### config.mk
export PLATFORM = sky130hd
export DESIGN_NAME = if_fetch
export DESIGN_NICKNAME = d
export VERILOG_FILES = /design/src/rtl/if_fetch.sv
export SDC_FILE = /design/constraint.sdc
export NUM_CORES = 2
export LEC_CHECK = 0
export BUFFER_PORTS_ARGS = -buffer_cell sky130_fd_sc_hd__buf_2
export CAP_MARGIN = 25
export CORE_MARGIN = 5
export CORE_UTILIZATION = 54
export DETAILED_ROUTE_END_ITERATION = 8
export PLACE_DENSITY = 0.68
export SYNTH_ARGS = -nofsm -noshare
export SYNTH_HDL_FRONTEND = slang
export SYNTH_SLANG_ARGS = --single-unit
### constraint.sdc
create_clock -name clk_in -period 6.78 [get_ports clk_in]
set_clock_uncertainty 0.15 [all_clocks]
set_input_delay 0.339 -clock clk_in [delete_from_list [all_inputs] [get_ports clk_in]]
set_output_delay 0.339 -clock clk_in [all_outputs]
set_load 0.02 [all_outputs]
### src/rtl/if_fetch.sv
// Instruction fetch responder: direct-mapped I-cache in front of a byte-wide RAM port,
// assembling misses from four sequential byte reads while holding the PC via stall_req_out.
module if_fetch #(
  parameter int ICACHE_IDX = 6
) (
  input  logic        clk_in,
  input  logic        rst_n_in,
  input  logic        ce_in,
  input  logic [31:0] pc_in,
  input  logic        branch_flag_in,
  input  logic [5:0]  stall,
  input  logic        mem_grant_in,
  input  logic [7:0]  mem_din_in,
  output logic        mem_req_out,
  output logic [31:0] mem_a_out,
  output logic        mem_wr_out,
  output logic        stall_req_out,
  output logic        inst_valid_out,
  output logic [31:0] inst_out,
  output logic [31:0] inst_pc_out
);
  localparam int LINES = 1 << ICACHE_IDX;
  localparam int TAG_W = 30 - ICACHE_IDX;

  typedef enum logic [1:0] {IDLE, FETCH, DONE} state_e;
  typedef struct packed {
    logic [TAG_W-1:0] tag;
    logic [31:0]      data;
  } line_t;

  state_e            state_q, state_d;
  logic [31:0]       fetch_pc_q, fetch_pc_d;
  logic [2:0]        iss_cnt_q, iss_cnt_d;
  logic [1:0]        rcv_cnt_q, rcv_cnt_d;
  logic              pend_q, pend_d;
  logic [3:0][7:0]   buf_q, buf_d;
  logic [LINES-1:0]  vld_q, vld_d;
  logic              inst_valid_q, inst_valid_d;
  logic [31:0]       inst_q, inst_d;
  logic [31:0]       inst_pc_q, inst_pc_d;
  line_t             line_q [LINES];

  logic                  wr_en;
  logic [ICACHE_IDX-1:0] wr_idx;
  line_t                 wr_line;
  logic [ICACHE_IDX-1:0] idx;
  logic [TAG_W-1:0]      tag;
  line_t                 rd_line;
  logic                  hit;
  logic                  id_stall;
  logic                  unused_stall;

  assign idx          = pc_in[ICACHE_IDX+1:2];
  assign tag          = pc_in[31:ICACHE_IDX+2];
  assign rd_line      = line_q[idx];
  assign hit          = vld_q[idx] && (rd_line.tag == tag);
  assign id_stall     = stall[1];
  assign unused_stall = ^{stall[5:2], stall[0]};
  assign mem_wr_out   = 1'b0;

  always_comb begin
    state_d       = state_q;
    fetch_pc_d    = fetch_pc_q;
    iss_cnt_d     = iss_cnt_q;
    rcv_cnt_d     = rcv_cnt_q;
    pend_d        = 1'b0;
    buf_d         = buf_q;
    vld_d         = vld_q;
    inst_valid_d  = inst_valid_q;
    inst_d        = inst_q;
    inst_pc_d     = inst_pc_q;
    wr_en         = 1'b0;
    wr_idx        = fetch_pc_q[ICACHE_IDX+1:2];
    mem_req_out   = 1'b0;
    mem_a_out     = '0;
    stall_req_out = 1'b0;
    unique case (state_q)
      IDLE: begin
        if (ce_in) begin
          if (hit) begin
            if (!id_stall) begin
              inst_d       = rd_line.data;
              inst_pc_d    = pc_in;
              inst_valid_d = 1'b1;
            end
          end else begin
            // First byte goes out in the detection cycle itself
            stall_req_out = 1'b1;
            mem_req_out   = 1'b1;
            mem_a_out     = pc_in;
            fetch_pc_d    = pc_in;
            rcv_cnt_d     = 2'd0;
            iss_cnt_d     = {2'b00, mem_grant_in};
            pend_d        = mem_grant_in;
            state_d       = FETCH;
          end
        end else if (!id_stall) begin
          inst_valid_d = 1'b0;
        end
      end
      FETCH: begin
        stall_req_out = 1'b1;
        if (iss_cnt_q < 3'd4) begin
          mem_req_out = 1'b1;
          mem_a_out   = fetch_pc_q + {29'b0, iss_cnt_q};
          if (mem_grant_in) begin
            iss_cnt_d = iss_cnt_q + 3'd1;
            pend_d    = 1'b1;
          end
        end
        if (pend_q) begin
          buf_d[rcv_cnt_q] = mem_din_in;
          rcv_cnt_d        = rcv_cnt_q + 2'd1;
          if (rcv_cnt_q == 2'd3) begin
            wr_en         = 1'b1;
            vld_d[wr_idx] = 1'b1;
            state_d       = DONE;
          end
        end
      end
      DONE: begin
        if (!id_stall) begin
          inst_d       = buf_q;
          inst_pc_d    = fetch_pc_q;
          inst_valid_d = 1'b1;
          state_d      = IDLE;
        end
      end
      default: state_d = IDLE;
    endcase
    // Flush wins over everything, including an ID stall and a completing line fill
    if (branch_flag_in) begin
      state_d      = IDLE;
      inst_valid_d = 1'b0;
      pend_d       = 1'b0;
      wr_en        = 1'b0;
      vld_d        = vld_q;
      mem_req_out  = 1'b0;
      mem_a_out    = '0;
    end
    wr_line.tag  = fetch_pc_q[31:ICACHE_IDX+2];
    wr_line.data = buf_d;
  end

  always_ff @(posedge clk_in or negedge rst_n_in) begin
    if (!rst_n_in) begin
      state_q      <= IDLE;
      fetch_pc_q   <= '0;
      iss_cnt_q    <= '0;
      rcv_cnt_q    <= '0;
      pend_q       <= 1'b0;
      buf_q        <= '0;
      vld_q        <= '0;
      inst_valid_q <= 1'b0;
      inst_q       <= '0;
      inst_pc_q    <= '0;
    end else begin
      state_q      <= state_d;
      fetch_pc_q   <= fetch_pc_d;
      iss_cnt_q    <= iss_cnt_d;
      rcv_cnt_q    <= rcv_cnt_d;
      pend_q       <= pend_d;
      buf_q        <= buf_d;
      vld_q        <= vld_d;
      inst_valid_q <= inst_valid_d;
      inst_q       <= inst_d;
      inst_pc_q    <= inst_pc_d;
    end
  end

  // Tag/data store needs no reset; vld_q gates every read
  always_ff @(posedge clk_in) begin
    if (wr_en) line_q[wr_idx] <= wr_line;
  end

  assign inst_valid_out = inst_valid_q;
  assign inst_out       = inst_q;
  assign inst_pc_out    = inst_pc_q;
endmodule
; After elaboration in Yosys (flattened, before gate mapping)
; Memory sizes are Yosys's and may differ from the RTL's.
; Index checks and enable logic that the tools add are counted.
[word_totals]
register_bits = 201
latch_bits = 0
mem_bits_rw = 3584
mem_bits_ro = 0
input_bits = 51
output_inout_bits = 100
memories = 1
[op_classes]
addsub = 3
multipliers = 0
n_div = 0
order_cmp = 6
n_eq_ne = 19
shift = 0
n_mux = 64
bitwise = 3
reduce_logical = 14
[memory_table]
columns = name, depth, width, rd, rd_ports_with_merged_regs, wr, line_no
row1 = line_q, 64, 56, 1, 0, 1, 41  ; line_t line_q [LINES];
[op_table]
columns = operator, count
row1 = $mux W32, 14
row2 = $pmux W32 S2, 3
row3 = $or A64 B64 Y64, 1
row4 = $add A32 B3 Y32, 1
row5 = $bwmux W32, 1
row6 = $eq A24 B24 Y1, 1
row7 = $mux W1, 22
row8 = $mux W2, 9
row9 = $demux W8 S2, 1
row10 = $ne A2 B2 Y1 const B, 8
row11 = $ne A3 B3 Y1 const B, 5
row12 = $reduce_and A5 Y1, 3
row13 = $lt A6 B7 Y1 const B, 2
row14 = $mux W3, 4
row15 = $mux W8, 1
row16 = $ne A4 B4 Y1 const B, 2
row17 = $pmux W1 S2, 4
row18 = $reduce_and A4 Y1, 2
row19 = $bmux W1 S6, 1
row20 = $demux W1 S6, 1
row21 = $ge A6 B1 Y1 const B, 1
row22 = $pmux W2 S3, 1
row23 = $pmux W3 S2, 1
row24 = $reduce_and A3 Y1, 2
row25 = other kinds (13), 18

; Depth between registers and ports, before layout
[depth]
depth_word = 7
ltp_mapped = 19
mapped_depth_nobuf = 11

; Least setup slack after synthesis
; Ideal clock, no wire load.
[synth_timing]
path_type = flip-flop to flip-flop
startpoint = register state_q[1]
endpoint = memory line_q[13][0] (netlist name), enable pin
setup_ns = 0.471
t_arrival_ns = 4.084
t_required_ns = 6.159
slack_ns = 2.075
stages_incl_launch_ff = 8
synth_period_minus_slack_ns = 4.705
cell_sequence = dfrtp_1 > clkbuf_1 > or2_2 > nor2_1 > nand3_1 > or3b_2 > clkbuf_1 > nor2_1
[synth_between]
elab_chain_cells = 5
[synth_rtl]
columns = item, line_no
row1 = start: declaration, 31  ; state_e state_q, state_d;
row2 = start signal: assignment, 158  ; state_q <= state_d;
row3 = $eq A2 B1 Y1, 77  ; unique case (state_q)
row4 = $mux W1, 77
row5 = $mux W1, 132  ; if (branch_flag_in) begin
row6 = $mux W1, 173  ; if (wr_en) line_q[wr_idx] <= wr_line;
row7 = $mux W1 (not written as such), 173
row8 = end: declaration, 41
; No other way between the ends.

; Final worst setup path
[layout_timing]
startpoint = register fetch_pc_q[10]
endpoint = output port mem_a_out[30]
[layout_between]
elab_chain_cells = 4
[layout_rtl]
columns = item, line_no
row1 = start: declaration, 32  ; logic [31:0] fetch_pc_q, fetch_pc_d;
row2 = start signal: assignment, 159  ; fetch_pc_q <= fetch_pc_d;
row3 = $add A32 B3 Y32, 105  ; mem_a_out = fetch_pc_q + {29'b0, iss_cnt_q};
row4 = $mux W32, 103  ; if (iss_cnt_q < 3'd4) begin
row5 = $pmux W32 S2, 77
row6 = $mux W32, 132
row7 = end: declaration, 15  ; output logic [31:0] mem_a_out,
; No other way between the ends.

==> flow_summary.toml <==
[logic_synthesis]
synthDominantCellAreaShare = 0.735
post_synth.cell_area_avg_um2 = 22.0
netlist_area_um2 = 146000
synth_top_area_cell = "edfxtp_1"
synthDistinctLibCells = 77
synthTopCellsByArea = "edfxtp_1, mux4_2, dfrtp_1"
postSynthCellCount = 6647
ys_async_sr_fraction = 0.0531
ys_ff_latch = 3785
synth-warning-count = 0
synth_flop_cell = "edfxtp_1"
synth-edff-count = 3584
syn-num-nets = 6707
ys_seq_area_frac = 0.769

[cells_and_area]
layout_commonest_cell = "edfxtp_1"
drive_gt1_frac = 0.293
fin_area_um2 = 167000
num-nets-final = 7230
area_growth_syn_to_layout_pct = 13.8
fillCellCount = 18300
layout_common_cells = "edfxtp_1, mux4_2, clkbuf_16"
layoutNonFillerInstCount = 11100
utilization = 0.616

[global_route]
grt_pass1_vias = 74700
grt_pass1_wl_um = 590000
grt_busiest_layer = "met2"
grt_max_degree = 130
overflow = 0
grt_use_met3 = 0.0588
met2_usage = 0.468
track_usage = 0.303
antenna_found_initial = 22
use_met1 = 0.419

[timing]
fin_crit_sh = 0.879
slew_violations = 0
max_freq_mhz = 168
setup_viol_count_final = 0
setup_ws_ns = 0.818
slew_headroom = 0.202
report.final.hold_viol_count = 0
whs_ns = 0.0293
period_minus_slack_ns = 5.96
worst_pin_slew_ns = 1.20
rsz0062_at_grt = "no"
final.setup.tns_ns = 0

[placement]
port_buffers = 144
gp_congestion = 0.858
dpl.cell_count = 10300
place_area_um2 = 153000
dpl.hpwl_um = 231000
place_worst_setup_slack_ns = 1.09

[worst_setup_path]
worst-r2r-cell-count = 13
crit_arrival_ns = 5.47
r2r-end = "inst_pc_out[1]"
path_max_fanout = 68
crit_type = "flop to output pin"
cp-start-kind = "flop"
r2r_slack_ns = 2.15
critPathRequiredTime_ns = 6.29
rr_startpoint = "line_q[49][45]"
crit_path_end_kind = "output pin"

[floorplan]
die_x_um = 531
start_util = 0.541
die_area_um2 = 282000
pin_count = 151
fp-row-count = 191
fp.dieH_um = 531
coreArea_um2 = 271000

[routing]
wirelength_um = 426000
vias_per_cell = 6.81
ant_nets = 0
post_drt_wl_per_cell_um = 38.6
first_iter_violations = 12100
drc_errors = 0
route.vias.total = 75400
dr.pass1.iters = 9

[clock_tree]
cts_hold_buffers = 36
insertion_delay_ns = 0.95
post_cts_buffers = 0
cts_tree = "done"
cts.sinks = 3785
root_buffer = "clkbuf_16"
post_cts_resized = 0
htreeDepth = 5
path_clk_slew_ns = 0.06
clockBufferDepth = 4
numCtsBuffers = 376

[run]
maxCapViolations = 0

[power_and_ir_drop]
p_leak_nw = 54.3
p_total_mw = 50.9
power.density_nw_per_um2 = 305
ir_drop_v = 0.000236

[status]
status = "complete, no violations"

[hold_path]
hp-class = "input pin to flop"
hold_path_depth = 2
whs_endpoint = "line_q[51][7]"
min_from = "mem_din_in[7]"
## cell families after synthesis
family | Yosys count | synth area share
compound gates | 389 | 0.0184
xor+xnor | 58 | 0.00347
fa+ha+maj | 9 | 0.000820
buf+inv | 379 | 0.0128
flops | 3785 | 0.769
mux | 1386 | 0.175
other cells | 1 | 0.0000256
simple gates | 640 | 0.0202
## final cells by class
| class | count | area (um^2) | area share |
|---|---|---|---|
| Antenna cell | 16 | 40.0 | 0.000240 |
| Clock buffer | 469 | 9950 | 0.0597 |
| Clock inverter | 213 | 2010 | 0.0121 |
| Inverter | 19 | 83.8 | 0.000503 |
| Multi-Input combinational cell | 2483 | 32500 | 0.195 |
| Sequential cell | 3785 | 113000 | 0.676 |
| Tap cell | 3570 | 4470 | 0.0268 |
| Timing Repair Buffer | 505 | 4870 | 0.0293 |
## flip-flops by register name, summed over array words and instances, names as in the netlist, 3 cells and up
signal	cells
iss_cnt_q	3
inst_out	32
line_q	3584
inst_pc_out	32
buf_q	32
vld_q	64
fetch_pc_q	32
## how the worst max path moves through the flow
stage | start | slack (ns) | to
finish | fetch_pc_q[10] | 0.82 | mem_a_out[30]
global route | fetch_pc_q[10] | 0.72 | mem_a_out[30]
CTS | fetch_pc_q[14] | 0.81 | mem_a_out[30]
detailed placement | pc_in[2] | 1.09 | mem_a_out[0]
global placement | pc_in[6] | 1.06 | mem_a_out[9]
floorplan | state_q[1] | 2.08 | line_q[13][0]
## worst max-delay path, cell delays in order (launching register included)
cell and delay (ns):
dfrtp_2 0.34, buf_4 0.51, and3_1 0.25, buf_4 0.19, nand3_1 0.42, nor4_2 0.42
nand3_1 0.61, nor2_1 0.50, nand4_1 0.16, xor2_1 0.19, o2bb2ai_1 0.61, buf_2 0.29
## cells in the mapped netlist, drive strengths merged, types with 5 or more instances
master and number:
a211oi 8, a21oi 42, a221oi 18, a22o 5, a22oi 97, a31oi 35
and2 7, and3 8, buf 194, clkbuf 166, dfrtp 201, edfxtp 3584
ha 8, inv 18, mux2 141, mux2i 318, mux4 927, nand2 221
nand2b 6, nand3 68, nand4 23, nor2 178, nor2b 12, nor3 14
nor4 6, o21ai 40, o221ai 14, o22ai 71, o2bb2ai 21, or2 70
or3 5, xnor2 30, xor2 28
## routing by layer
metal | part of all wire | routed length, um
met5 | 0.000049 | 21
met4 | 0.063 | 26800
met3 | 0.12 | 50200
met2 | 0.47 | 199000
met1 | 0.35 | 150000
## power by group
part / leakage [nW] / total (mW) / switching, mW / internal [mW]
Sequential: 34.8 / 26.8 / 0.113 / 26.7
Clock: 5.84 / 20.4 / 8.87 / 11.5
Combinational: 13.7 / 3.70 / 2.53 / 1.17
No activity file was read; power rests on OpenSTA's default activity.
